`config.mk`:
```
export PLATFORM = sky130hd
export DESIGN_NAME = monitor_mem_bridge_flat
export DESIGN_NICKNAME = d
export VERILOG_FILES = /design/src/rtl/monitor_bridge_pkg.sv /design/src/rtl/monitor_mem_bridge_if.sv /design/src/rtl/monitor_mem_bridge_sync_edge_detect.sv /design/src/rtl/monitor_mem_bridge.sv /design/src/flat_wrapper.sv
export SDC_FILE = /design/constraint.sdc
export NUM_CORES = 1
export LEC_CHECK = 0
export CELL_PAD_IN_SITES_DETAIL_PLACEMENT = 1
export CELL_PAD_IN_SITES_GLOBAL_PLACEMENT = 1
export CORE_ASPECT_RATIO = 1.2
export CORE_MARGIN = 3
export CORE_UTILIZATION = 28
export CTS_CLUSTER_SIZE = 28
export DETAILED_ROUTE_END_ITERATION = 6
export PLACE_DENSITY = 0.83
export SYNTH_ARGS = -nofsm -noshare
export SYNTH_HDL_FRONTEND = slang
export SYNTH_SLANG_ARGS = --single-unit
```
`constraint.sdc`:
```
create_clock -name clk -period 1.5 [get_ports clk]
set_input_delay 0.15 -clock clk [delete_from_list [all_inputs] [get_ports clk]]
set_output_delay 0.15 -clock clk [all_outputs]
set_load 0.05 [all_outputs]
```
`src/rtl/monitor_bridge_pkg.sv`:
```
// rtl/monitor_bridge_pkg.sv - shared types/constants for monitor_mem_bridge; MONITOR_BRIDGE_SYNC_EN selects sync depth
package monitor_bridge_pkg;

    typedef enum logic [1:0] {
        IDLE   = 2'd0,
        ACCESS = 2'd1,
        WAIT   = 2'd2,
        LATCH  = 2'd3
    } bridge_state_e;

    localparam int RD_LAT_DEFAULT = 1;

`ifdef MONITOR_BRIDGE_SYNC_EN
    localparam int SYNC_DEPTH = 2;
`else
    localparam int SYNC_DEPTH = 1;
`endif

endpackage

```
`src/rtl/monitor_mem_bridge_if.sv`:
```
// rtl/monitor_mem_bridge_if.sv - simple address/write-data/write-enable/read-data memory port
interface monitor_mem_bridge_if #(
    parameter int ADDR_W = 32,
    parameter int DATA_W = 32
);
    logic [ADDR_W-1:0] addr;
    logic [DATA_W-1:0] wd;
    logic              we;
    logic [DATA_W-1:0] rd;

    modport master (output addr, output wd, output we, input  rd);
    modport slave  (input  addr, input  wd, input  we, output rd);
endinterface

```
`src/rtl/monitor_mem_bridge_sync_edge_detect.sv`:
```
// rtl/monitor_mem_bridge_sync_edge_detect.sv - synchronizer, arming and rising-edge pulse for the monitor port clock
module sync_edge_detect
    import monitor_bridge_pkg::*;
#(
    parameter int DEPTH = SYNC_DEPTH
) (
    input  logic clk,
    input  logic reset,
    input  logic d,
    output logic rise
);

    logic [DEPTH-1:0] sync_q;
    logic             prev_q;
    logic             armed_q;

    // Sync chain and previous sample reset high so a port clock held high
    // across reset never looks like a rising edge; arming needs a real low.
    always_ff @(posedge clk) begin
        if (reset) begin
            sync_q  <= '1;
            prev_q  <= 1'b1;
            armed_q <= 1'b0;
        end else begin
            sync_q[0] <= d;
            for (int i = 1; i < DEPTH; i++) begin
                sync_q[i] <= sync_q[i-1];
            end
            prev_q <= sync_q[DEPTH-1];
            if (!sync_q[DEPTH-1]) begin
                armed_q <= 1'b1;
            end
        end
    end

    assign rise = armed_q & sync_q[DEPTH-1] & ~prev_q;

endmodule

```
`src/rtl/monitor_mem_bridge.sv`:
```
// rtl/monitor_mem_bridge.sv - monitor/CPU memory port bridge; sync depth set by MONITOR_BRIDGE_SYNC_EN
module monitor_mem_bridge
    import monitor_bridge_pkg::*;
#(
    parameter int ADDR_W = 32,
    parameter int DATA_W = 32,
    parameter int RD_LAT = RD_LAT_DEFAULT
) (
    input  logic                 clk,
    input  logic                 reset,
    input  logic                 prg_mode,
    input  logic                 mon_clk,
    monitor_mem_bridge_if.slave  mon,
    monitor_mem_bridge_if.slave  cpu,
    monitor_mem_bridge_if.master mem,
    output logic                 busy,
    output logic                 overrun
);

    localparam logic [1:0] WAIT_INIT = 2'((RD_LAT > 1) ? (RD_LAT - 2) : 0);

    logic                  mon_rise;
    logic [SYNC_DEPTH-1:0] prg_sync_q;
    logic                  mode_q;
    bridge_state_e         state_q;
    logic [1:0]            wait_cnt_q;
    logic [ADDR_W-1:0]     addr_q;
    logic [DATA_W-1:0]     wd_q;
    logic                  we_q;
    logic [DATA_W-1:0]     mon_rd_q;
    logic                  busy_q;
    logic                  overrun_q;

    sync_edge_detect #(
        .DEPTH (SYNC_DEPTH)
    ) u_mon_clk_edge (
        .clk   (clk),
        .reset (reset),
        .d     (mon_clk),
        .rise  (mon_rise)
    );

    always_ff @(posedge clk) begin
        if (reset) begin
            prg_sync_q <= '0;
            mode_q     <= 1'b0;
            state_q    <= IDLE;
            wait_cnt_q <= '0;
            addr_q     <= '0;
            wd_q       <= '0;
            we_q       <= 1'b0;
            mon_rd_q   <= '0;
            busy_q     <= 1'b0;
            overrun_q  <= 1'b0;
        end else begin
            prg_sync_q[0] <= prg_mode;
            for (int i = 1; i < SYNC_DEPTH; i++) begin
                prg_sync_q[i] <= prg_sync_q[i-1];
            end
            mode_q <= prg_sync_q[SYNC_DEPTH-1];

            if (mon_rise && busy_q) begin
                overrun_q <= 1'b1;
            end

            // Losing program mode abandons the transaction; the mux already
            // hands the memory back to the CPU, so no late write can escape.
            if (!mode_q) begin
                state_q <= IDLE;
                we_q    <= 1'b0;
                busy_q  <= 1'b0;
            end else begin
                case (state_q)
                    IDLE: begin
                        if (mon_rise) begin
                            addr_q  <= mon.addr;
                            wd_q    <= mon.wd;
                            we_q    <= mon.we;
                            busy_q  <= 1'b1;
                            state_q <= ACCESS;
                        end
                    end
                    ACCESS: begin
                        we_q <= 1'b0;
                        if (RD_LAT == 1) begin
                            state_q <= LATCH;
                        end else begin
                            wait_cnt_q <= WAIT_INIT;
                            state_q    <= WAIT;
                        end
                    end
                    WAIT: begin
                        if (wait_cnt_q == 2'd0) begin
                            state_q <= LATCH;
                        end else begin
                            wait_cnt_q <= wait_cnt_q - 2'd1;
                        end
                    end
                    LATCH: begin
                        mon_rd_q <= mem.rd;
                        busy_q   <= 1'b0;
                        state_q  <= IDLE;
                    end
                    default: begin
                        state_q <= IDLE;
                    end
                endcase
            end
        end
    end

    // Idle in program mode keeps the last monitor address with we low.
    assign mem.addr = mode_q ? addr_q : cpu.addr;
    assign mem.wd   = mode_q ? wd_q   : cpu.wd;
    assign mem.we   = mode_q ? we_q   : cpu.we;
    assign cpu.rd   = mode_q ? '0     : mem.rd;
    assign mon.rd   = mon_rd_q;
    assign busy     = busy_q;
    assign overrun  = overrun_q;

endmodule

```
`src/flat_wrapper.sv`:
```
// flat-port wrapper written by rule: the top's interface ports become plain ports
module monitor_mem_bridge_flat import monitor_bridge_pkg::*;
#(
    parameter int ADDR_W = 32,
    parameter int DATA_W = 32,
    parameter int RD_LAT = RD_LAT_DEFAULT
)
  (clk, reset, prg_mode, mon_clk, busy, overrun, mon_addr, mon_wd, mon_we, mon_rd, cpu_addr, cpu_wd, cpu_we, cpu_rd, mem_addr, mem_wd, mem_we, mem_rd);
  monitor_mem_bridge_if #(.ADDR_W(ADDR_W), .DATA_W(DATA_W)) mon_i ();
  monitor_mem_bridge_if #(.ADDR_W(ADDR_W), .DATA_W(DATA_W)) cpu_i ();
  monitor_mem_bridge_if #(.ADDR_W(ADDR_W), .DATA_W(DATA_W)) mem_i ();
  input  logic clk;
  input  logic reset;
  input  logic prg_mode;
  input  logic mon_clk;
  output logic busy;
  output logic overrun;
  input wire logic [$bits(mon_i.addr)-1:0] mon_addr;
  input wire logic [$bits(mon_i.wd)-1:0] mon_wd;
  input wire logic [$bits(mon_i.we)-1:0] mon_we;
  output wire logic [$bits(mon_i.rd)-1:0] mon_rd;
  input wire logic [$bits(cpu_i.addr)-1:0] cpu_addr;
  input wire logic [$bits(cpu_i.wd)-1:0] cpu_wd;
  input wire logic [$bits(cpu_i.we)-1:0] cpu_we;
  output wire logic [$bits(cpu_i.rd)-1:0] cpu_rd;
  output wire logic [$bits(mem_i.addr)-1:0] mem_addr;
  output wire logic [$bits(mem_i.wd)-1:0] mem_wd;
  output wire logic [$bits(mem_i.we)-1:0] mem_we;
  input wire logic [$bits(mem_i.rd)-1:0] mem_rd;
  assign mon_i.addr = mon_addr;
  assign mon_i.wd = mon_wd;
  assign mon_i.we = mon_we;
  assign mon_rd = mon_i.rd;
  assign cpu_i.addr = cpu_addr;
  assign cpu_i.wd = cpu_wd;
  assign cpu_i.we = cpu_we;
  assign cpu_rd = cpu_i.rd;
  assign mem_addr = mem_i.addr;
  assign mem_wd = mem_i.wd;
  assign mem_we = mem_i.we;
  assign mem_i.rd = mem_rd;
  monitor_mem_bridge #(.ADDR_W(ADDR_W), .DATA_W(DATA_W), .RD_LAT(RD_LAT)) u_core (.clk(clk), .reset(reset), .prg_mode(prg_mode), .mon_clk(mon_clk), .mon(mon_i), .cpu(cpu_i), .mem(mem_i), .busy(busy), .overrun(overrun));
endmodule
```
### Yosys cells after proc, flatten, opt, wreduce, memory -nomap -nowiden

Cells that the tools add are included.

* $add $sub $neg: 1
* reduce and logical (&&, ||, !) cells: 12
* equality and inequality tests: 5
* bitwise gates (word level): 5
* mux-type cells: 11

Operators with widths (number)
* $mux 32: 3
* $pmux 2 s4: 1
* $reduce_and 2->1: 4
* $reduce_and 3->1: 2
* $eq 2x2->1 const B: 2
* $logic_not 2->1: 2
* $mux 2: 2
* $ne 2x1->1 const B: 2
* $pmux 1 s2: 2
* $reduce_bool 2->1: 2
* $mux 1: 3
* $not 1->1: 3
* $and 1x1->1: 2
* $eq 2x1->1 const B: 1
* $reduce_or 2->1: 1
* $sub 2x1->2 const B: 1
* $logic_and 1x1->1: 1

* bits in registers: 108
* word-level logic and storage cells: 47

### Logic depth before layout (Yosys ltp)

Gate-level depths: netlist of run 1.

* depth in word-level cells: 4
* mapped depth: 6
* depth with buffers taken out: 5

### Hierarchy

From an unflattened synthesis of run 1, not the netlist that was laid out.

* cell total of the unflattened synthesis: 579
* area total of the unflattened synthesis: 4829.6 sq um

Modules (own cells, without submodules)
* monitor_mem_bridge: cells each 570, instances 1, area each 4740.8 sq um
* sync_edge_detect: cells each 9, instances 1, area each 88.8 sq um

### Least setup slack after synthesis of run 1

Ideal clock, no wire load.

* kind: reg-to-output
* start point: register u_core.mode_q
* end point: output port cpu_rd[10]
* stages on the path, launching flop included: 5
* setup slack: -182 ps
* buffers on the path: 3
* required time: 1350 ps
* arrival time: 1532 ps
* cells stage by stage: dfxtp_1 buf_2 buf_2 clkbuf_1 nor2b_1

* longest elaborated chain between the ends: 1

Ends and longest elaborated chain
* start, declared: RTL line monitor_mem_bridge.sv:24 `logic mode_q;`
* start signal, assigned: RTL line monitor_mem_bridge.sv:60 `mode_q <= prg_sync_q[SYNC_DEPTH-1];`
* $mux 32: RTL line monitor_mem_bridge.sv:116 `assign cpu.rd = mode_q ? '0 : mem.rd;`
* end, declared: RTL line flat_wrapper.sv:25 `output wire logic [$bits(cpu_i.rd)-1:0] cpu_rd;`

Every way passes these cells.

### Worst setup path after layout of run 1

* start point: register u_core.mode_q
* end point: output port mem_wd[30]

* longest elaborated chain between the ends: 1

Ends and longest elaborated chain
* $mux 32: RTL line monitor_mem_bridge.sv:114 `assign mem.wd = mode_q ? wd_q : cpu.wd;`
* end, declared: RTL line flat_wrapper.sv:27 `output wire logic [$bits(mem_i.wd)-1:0] mem_wd;`

Every way passes these cells.

==> results of run 1 <==
==> sequential cells by signal, indices dropped and copies added (netlist names), 2 cells and up <==
signal / flops
u_core.addr_q: 32
u_core.state_q: 2
u_core.wait_cnt_q: 2
u_core.wd_q: 32
u_core.mon.rd: 32
==> worst min path at each step <==
stage | slack, ns | startpoint | endpoint | cells past startpoint
2_1_floorplan | 0.25 | mon_clk | u_core.u_mon_clk_edge.sync_q$_SDFF_PP1_ | 1
3_3_place_gp | 0.42 | u_core.prg_sync_q$_SDFF_PP0_ | u_core.mode_q$_SDFF_PP0_ | 1
3_5_place_dp | 0.43 | u_core.prg_sync_q$_SDFF_PP0_ | u_core.mode_q$_SDFF_PP0_ | 1
4_1_cts | 0.26 | reset | u_core.addr_q[20]$_SDFFE_PP0P_ | 3
5_1_grt | 0.29 | reset | u_core.addr_q[20]$_SDFFE_PP0P_ | 3
6_report | 0.27 | reset | u_core.addr_q[20]$_SDFFE_PP0P_ | 3
==> stage by stage <==
step / total power (µW) / hold WS (ns) / setup slack [ns]
floorplan: 3920 / 0.254 / -0.182
global placement: 4750 / 0.415 / 0.108
detailed placement: 4770 / 0.431 / 0.0196
CTS: 7700 / 0.260 / -0.217
global route: 7990 / 0.293 / -0.262
finish: 7690 / 0.274 / -0.195
==> report_power, final <==
group	leakage (µW)	internal [µW]	switching, µW	total [µW]
registers	0.000871	2870	5.59	2880
clock network	0.000160	1500	1180	2680
logic	0.00290	1100	1030	2130
==> cells in the final DEF, fill, tap and decap left out, drive strengths merged, types with 2 or more instances in the layout <==
| cell | n |
|---|---|
| a21oi | 34 |
| mux2i | 66 |
| nor2 | 3 |
| dfxtp | 108 |
| ha | 6 |
| nand2b | 129 |
| or2 | 2 |
| mux2 | 65 |
| inv | 12 |
| bufinv | 2 |
| clkdlybuf4s50 | 164 |
| buf | 163 |
| clkbuf | 14 |
| nor2b | 36 |
| and3b | 2 |
| a211oi | 2 |
| nand2 | 68 |
==> critical path, stage by stage (launching register included) <==
cell     delay (ns)
dfxtp_4        0.37
buf_12         0.14
buf_16         0.16
mux2_2         0.36
buf_6          0.16
==> metal layers <==
layer | vias up | track usage (%)
li1 | 2508 | -
met3 | 23 | 5.08
met5 | - | 0
met4 | 0 | 4.86
met2 | 173 | 35.0
met1 | 2540 | 19.5
==> timing repair <==
action                                  CTS  global route
resized for setup                       147            53
endpoints found under the setup margin   95           151
gates cloned                              3             5
buffers inserted                          6             2
pin swaps                                 0             1
==> area by class of cell <==
class | count | area share [%]
multi-input cells | 423 | 33.9
diodes | 1 | 0.0250
repair buffers | 332 | 37.6
clock inverters | 7 | 1.05
inverters | 8 | 0.300
well taps | 256 | 3.20
flip-flops and latches | 108 | 21.7
clock buffers | 9 | 2.25
==> logic make-up (layout without fill, tap and decap cells) <==
family          count (synthesis)  after routing  synth area share [%]
flops                         108            108                  38.9
xor+xnor                        1              1                 0.157
compound gates                 39             39                  3.76
mux                           131            131                  25.0
simple gates                  246            246                  24.8
other cells                     0              1                     0
buf+inv                        53            356                  6.09
fa+ha+maj                       6              6                  1.35
==> impl_results.md, run 1 <==
- Vias in the first global route: 5,723
- Die X: 135 µm
- Outcome: complete, but fails checks
- Initial DRC Count: 124
- #FFs+latches synth: 108
- Reg2Reg Launch Point: u_core.mode_q$_SDFF_PP0_
- Wire length per cell: 18.7 µm
- Max FO, Critical Path: 14
- Global placement routability congestion: 0.717
- CP arrival: 1.55 ns
- Fin util: 52.1%
- Top cell types by occurrence after synthesis: nand2b_1, dfxtp_1, nand2_1
- Final WL: 21.3 mm
- CP endpoint: mem_wd[30]
- IO Pins: 297
- Critical path launch point type: flop
- Routed via count: 5,244
- Most instantiated library cell after synthesis: nand2b_1
- Path type of the worst min-delay path: primary input to flop
- Worst-Margin Slew: 0.339 ns
- Die area: 0.0216 mm²
- Synth-to-Final Area Change: 79.6%
- RSZ-0062 raised after global routing: yes
- Clock Latency Late Sink: 0.35 ns
- Max cap viols: 0
- Prevailing post-synth register cell: dfxtp_1
- Reg2Reg Setup Slack: 0.02 ns
- Pwr dens: 769 mW/mm²
- Fraction of registers with async set/reset: 0%
- Max_slew headroom: 77.3%
- Core Region: 0.0192 mm²
- Mapped Cells: 584
- Final worst setup slack: -0.195 ns
- Worst-case clock buffer depth: 2
- Critical R2R Capture: u_core.mon.rd[29]$_SDFFE_PP0P_
- Cell Area, Synth: 0.00556 mm²
- Clk root buf: clkbuf_16
- DR vias/cell: 4.58
- Pleak: 0.00393 µW
- Achievable Freq: 590 MHz
- First-pass GRT wire length: 31.6 mm
- Finished Layout Cells: 1,144
- Dpl cell area: 0.00865 mm²
- Reg2Reg Depth: 7
- YS warnings: 0
- TritonCTS Buffers: 9
- Yosys top cell area share: 38.9%
- Peak VDD IR: 0.790 mV
- Syn_area_per_cell: 9.53 µm²
- Clock transition at path regs: 0.08 ns
- DRC Markers: 0
- HPWL Detailed: 13.9 mm
- CP Class: flop to primary output
- Total track usage: 18.3%
- CTS Hold Buffers Added: 0
- Register area: 0.00217 mm²
- Clk_skew: 0.00960 ns
- # nets final: 1,054
- Initial Util: 29.0%
- Final setup fails: 94
- Pin count of the biggest net entering global routing: 78
- Share of layout cells above drive strength 1: 32.9%
- Top Metal Used: met4
- Number of synthesized flops with an enable pin: 0
- Buffers on Ports: 296
- CTS sink count: 108
- Worst setup EP type: primary output
- Final TNS setup: -13.21 ns
- H-tree depth: 3
- Worst setup path startpoint: u_core.mode_q$_SDFF_PP0_
- Post-synth top area cell: dfxtp_1
- Routed metal-1 wirelength: 7.79 mm
- Remaining global-route overflow: 0
- Final Hold Viols: 0
- Synth area leaders: dfxtp_1, nand2b_1, mux2_2
- Synthesized net count: 756
- Failing checks: setup timing
- Post-route cell area: 0.0100 mm²
- Post-synthesis sequential area ratio: 38.9%
- Dpl cells: 1,111
- CP required: 1.35 ns
- TritonCTS clock tree: done
- Area of the multi-input gates: 0.00339 mm²
- Min Clock Period, post-route: 1.70 ns
- Max Slew Vio Count: 0
- Number of fill cells: 2,034
- Die Ht: 160 µm
- Final period utilization: 113%
- Number of distinct library cells after synthesis: 27
- Drt pass-1 iters: 4
- Initial antenna violation count: 1
- Num rows: 55
- Antenna Nets Post-Route: 0
- Met2 Wirelength: 11.9 mm
- Metal3 WL: 1.24 mm
(Power assumes the default switching activity.)
==> inputs of run 2 (changes only) <==
- CORE_UTILIZATION: 28 -> 45
- DONT_BUFFER_PORTS: default -> 1
- MAX_ROUTING_LAYER: default -> met4
- PLACE_DENSITY: 0.83 -> 0.82
==> run 2 against run 1 <==
Against the previous run:
- the run now fails in global routing
- synthesized cell count did not move
- synthesized area did not move
==> impl_results.md, run 2 <==
- Failed at: global routing
- Buffers on Ports: 0 (-100%)
- CTS sink count: 108 (unchanged)
- Yosys top cell area share: 38.9% (unchanged)
- Post-synthesis sequential area ratio: 38.9% (unchanged)
- Num rows: 43 (-22%)
- Most instantiated library cell after synthesis: nand2b_1
- Mapped Cells: 584 (unchanged)
- #FFs+latches synth: 108 (unchanged)
- Worst endpoint type: output port
- IO Pins: 297 (unchanged)
- Total track usage: 62.4%
- HPWL Detailed: 11.6 mm (-16%)
- Post-synth top area cell: dfxtp_1
- Cell Area, Synth: 0.00556 mm² (unchanged)
- H-tree depth: 3 (unchanged)
- YS warnings: 0 (unchanged)
- Number of synthesized flops with an enable pin: 0 (unchanged)
- Initial Util: 47.0% (+18 points)
- Die Ht: 128 µm (-20%)
- Prevailing post-synth register cell: dfxtp_1
- Worst-case clock buffer depth: 2 (unchanged)
- Outcome: stopped before the end
- Synthesized net count: 756 (unchanged)
- Syn_area_per_cell: 9.53 µm² (unchanged)
- Pin count of the biggest net entering global routing: 91
- Top cell types by occurrence after synthesis: nand2b_1, dfxtp_1, nand2_1
- Synth area leaders: dfxtp_1, nand2b_1, mux2_2
- Place WS: 0.0272 ns (+0.00769 ns)
- Error: [ERROR GRT-0232] Routing congestion too high. Check the congestion heatmap in the GUI.
- Worst Endpoint after GRT Repair: mem_addr[16]
- Fraction of registers with async set/reset: 0% (unchanged)
- Global placement routability congestion: 0.757 (+5.6%)
- Dpl cells: 779 (-30%)
- Initial antenna violation count: 2
- Clk root buf: clkbuf_16
- Number of distinct library cells after synthesis: 27 (unchanged)
- Remaining global-route overflow: 1
- Die X: 108 µm (-20%)
- TritonCTS Buffers: 9 (unchanged)
## run 2: cell counts after synthesis
Identical to the previous run, type by type.
## run 2: what timing repair did
action,CTS
resized for setup,133
cloned,4
buffers inserted,4
endpoints found under the setup margin,75
hold buffers,99
hold endpoints to repair,101
## run 2: logic make-up after synthesis
group | Yosys count | share of synthesized area (%)
compound gates | 39 | 3.76
fa+ha+maj | 6 | 1.35
mux | 131 | 25.0
buf+inv | 53 | 6.09
flops | 108 | 38.9
xor+xnor | 1 | 0.157
simple gates | 246 | 24.8
## run 2: per-stage QoR
step | instance area (µm²) | hold WS [ns]
4_1_cts | 8090 | 0.000488
3_3_place_gp | 6150 | 0.235
3_5_place_dp | 6150 | 0.235
2_1_floorplan | 5560 | 0.254
## run 2: metal layers
metal	GRT usage, %	GRT overflow
met1	54.7	0
met2	88.5	1
met3	34.3	0
met4	69.2	0
met5	-	-
==> inputs of run 3 (changes only) <==
- CELL_PAD_IN_SITES_DETAIL_PLACEMENT: 1 -> default
- CELL_PAD_IN_SITES_GLOBAL_PLACEMENT: 1 -> default
- CORE_ASPECT_RATIO: 1.2 -> default
- CORE_UTILIZATION: 45 -> 40
- CTS_CLUSTER_SIZE: 28 -> default
- MAX_ROUTING_LAYER: met4 -> default
- PLACE_DENSITY: 0.82 -> default
- PLACE_DENSITY_LB_ADDON: default -> 0.15
==> run 3 against run 2 <==
Against the previous run:
- the flow now finishes, with violations (setup timing)
==> impl_results.md, run 3 (same netlist as run 1, synthesis figures left out) <==
- CP required: 1.35 ns
- Critical R2R Capture: u_core.wd_q[24]$_SDFFE_PP0P_
- Wire length per cell: 19.6 µm
- IO Pins: 297 (unchanged)
- Core Region: 0.0134 mm²
- Buffers on Ports: 0 (unchanged)
- Finished Layout Cells: 987
- WP buf/inv: 4
- HPWL Detailed: 9.35 mm (-20%)
- Most frequent cells in the layout: dlygate4sd3_1, nand2b_1, dfxtp_1
- Dpl cells: 791 (+1.5%)
- Reg2Reg Depth: 5
- Peak VDD IR: 0.641 mV
- Routed via count: 4,958
- Fin util: 68.0%
- Cells along the critical path: buf_12, buf_4, clkbuf_16, nor2b_4, buf_6
- Initial DRC Count: 232
- Die Ht: 124 µm (-3.0%)
- Worst setup EP type: primary output
- Pleak: 0.00356 µW
- Antenna Nets Post-Route: 0
- Commonest non-fill, non-tap cell in the layout: dlygate4sd3_1
- Achievable Freq: 604 MHz
- Pwr dens: 754 mW/mm²
- CP Class: flop to primary output
- Final WL: 19.3 mm
- # nets final: 978
- Worst path depth: 5
- Pin count of the biggest net entering global routing: 82
- TritonCTS Buffers: 9 (unchanged)
- DR vias/cell: 5.02
- Outcome: complete, but fails checks
- Clk_skew: 0.00748 ns
- Worst setup path startpoint: u_core.mode_q$_SDFF_PP0_
- RSZ-0062 raised after global routing: yes
- DRC Markers: 0
- Path type of the worst min-delay path: primary input to flop
- Critical Path Max Stage Delay: 0.38 ns
- Critical path launch point type: flop
- H-tree depth: 3 (unchanged)
- Crit-path leading delay family: buffers and inverters
- Final setup fails: 93
- Global placement routability congestion: 0.733 (-3.2%)
- Post-route cell area: 0.00911 mm²
- Max Slew Vio Count: 0
- CP endpoint: cpu_rd[8]
- CP arrival: 1.51 ns
- Worst-Margin Slew: 0.895 ns
- Vias in the first global route: 5,274
- Die area: 0.0154 mm²
- Reg2Reg Launch Point: u_core.state_q[1]$_SDFFE_PP0P_
- Critical-path top delay cell: dfxtp_4
- Max_slew headroom: 40.2%
- Final period utilization: 110%
- Top Usage Layer GRT: met2
- Grt met1 use: 24.0%
- Max FO, Critical Path: 6
- Final Hold Viols: 0
- Met3 usage: 7.99%
- Total track usage: 22.5%
- Die X: 124 µm (+15%)
- Met2 Resource Use GR: 41.3%
- First-pass GRT wire length: 26.8 mm
- Worst-case clock buffer depth: 2 (unchanged)
- CTS sink count: 108 (unchanged)
- Clock Latency Late Sink: 0.35 ns
- Num rows: 42 (-2.3%)
- Remaining global-route overflow: 0
- Clock transition at path regs: 0.07 ns
- Reg2Reg Setup Slack: 0.07 ns
- Dpl cell area: 0.00612 mm² (-0.47%)
- Initial antenna violation count: 1
- Drt pass-1 iters: 4
- Max cap viols: 0
- TritonCTS clock tree: done
- Clk root buf: clkbuf_16
- Synth-to-Final Area Change: 63.8%
- Failing checks: setup timing
- Initial Util: 41.5% (-5.5 points)
- Min Clock Period, post-route: 1.66 ns
- Final worst setup slack: -0.157 ns
- Share of layout cells above drive strength 1: 27.3%
run 3: worst min path at each step:
stage	start	end	slack, ns	depth (start not counted)
after global routing	reset	u_core.wd_q[9]$_SDFFE_PP0P_	0.02	2
after CTS	reset	u_core.wd_q[9]$_SDFFE_PP0P_	0.004	2
after floorplan	mon_clk	u_core.u_mon_clk_edge.sync_q$_SDFF_PP1_	0.25	1
final	reset	u_core.wd_q[9]$_SDFFE_PP0P_	0.03	2
after global placement	reset	u_core.mode_q$_SDFF_PP0_	0.23	1
after detailed placement	reset	u_core.mode_q$_SDFF_PP0_	0.24	1
run 3: report_power, final:
| group | total [µW] | switching (µW) | internal (µW) | leakage (µW) |
|---|---|---|---|---|
| Clock | 2230 | 1060 | 1170 | 0.000125 |
| Combinational | 1770 | 961 | 807 | 0.00256 |
| Sequential | 2880 | 7.10 | 2870 | 0.000872 |
run 3: layout make-up:
type,count,area [µm²]
fillers,997,4290
well taps,176,220
inverters,8,30.0
repair buffers,256,2860
clock inverters,3,23.8
multi-input cells,423,3560
clock buffers,12,246
flip-flops and latches,108,2170
diodes,1,2.50
run 3: worst register-to-register path: cells and delay by family, from the launching register on:
kind,cells,cell delay [ns]
adders and majority gates,1,0.18
buffers and inverters,2,0.32
DFF,1,0.35
muxes,1,0.21
and+or+nand+nor,1,0.30
run 3: layer usage:
layer | routed length, µm | vias to the layer above
li1 | - | 2356
met3 | 1510 | 27
met2 | 10500 | 200
met4 | 356 | 0
met5 | 0 | -
met1 | 6990 | 2375
run 3: repair_timing:
item | CTS | global route
endpoints found under the setup margin | 67 | 112
gates resized for setup | 131 | 58
hold buffers | 157 | 0
buffers inserted | 4 | 6
gates cloned | 5 | 8
endpoints found under the hold margin | 104 | 0
run 3: per-stage QoR:
| stage | setup TNS [ns] | worst slack [ns] | hold WS [ns] | total power, µW |
|---|---|---|---|---|
| finish | -10.23 | -0.157 | 0.0320 | 6870 |
| global route | -15.19 | -0.211 | 0.0192 | 7140 |
| CTS | -11.59 | -0.159 | 0.00353 | 6820 |
| detailed placement | 0 | 0.0435 | 0.237 | 4000 |
| global placement | 0 | 0.142 | 0.234 | 4000 |
| floorplan | -5.45 | -0.182 | 0.254 | 3920 |
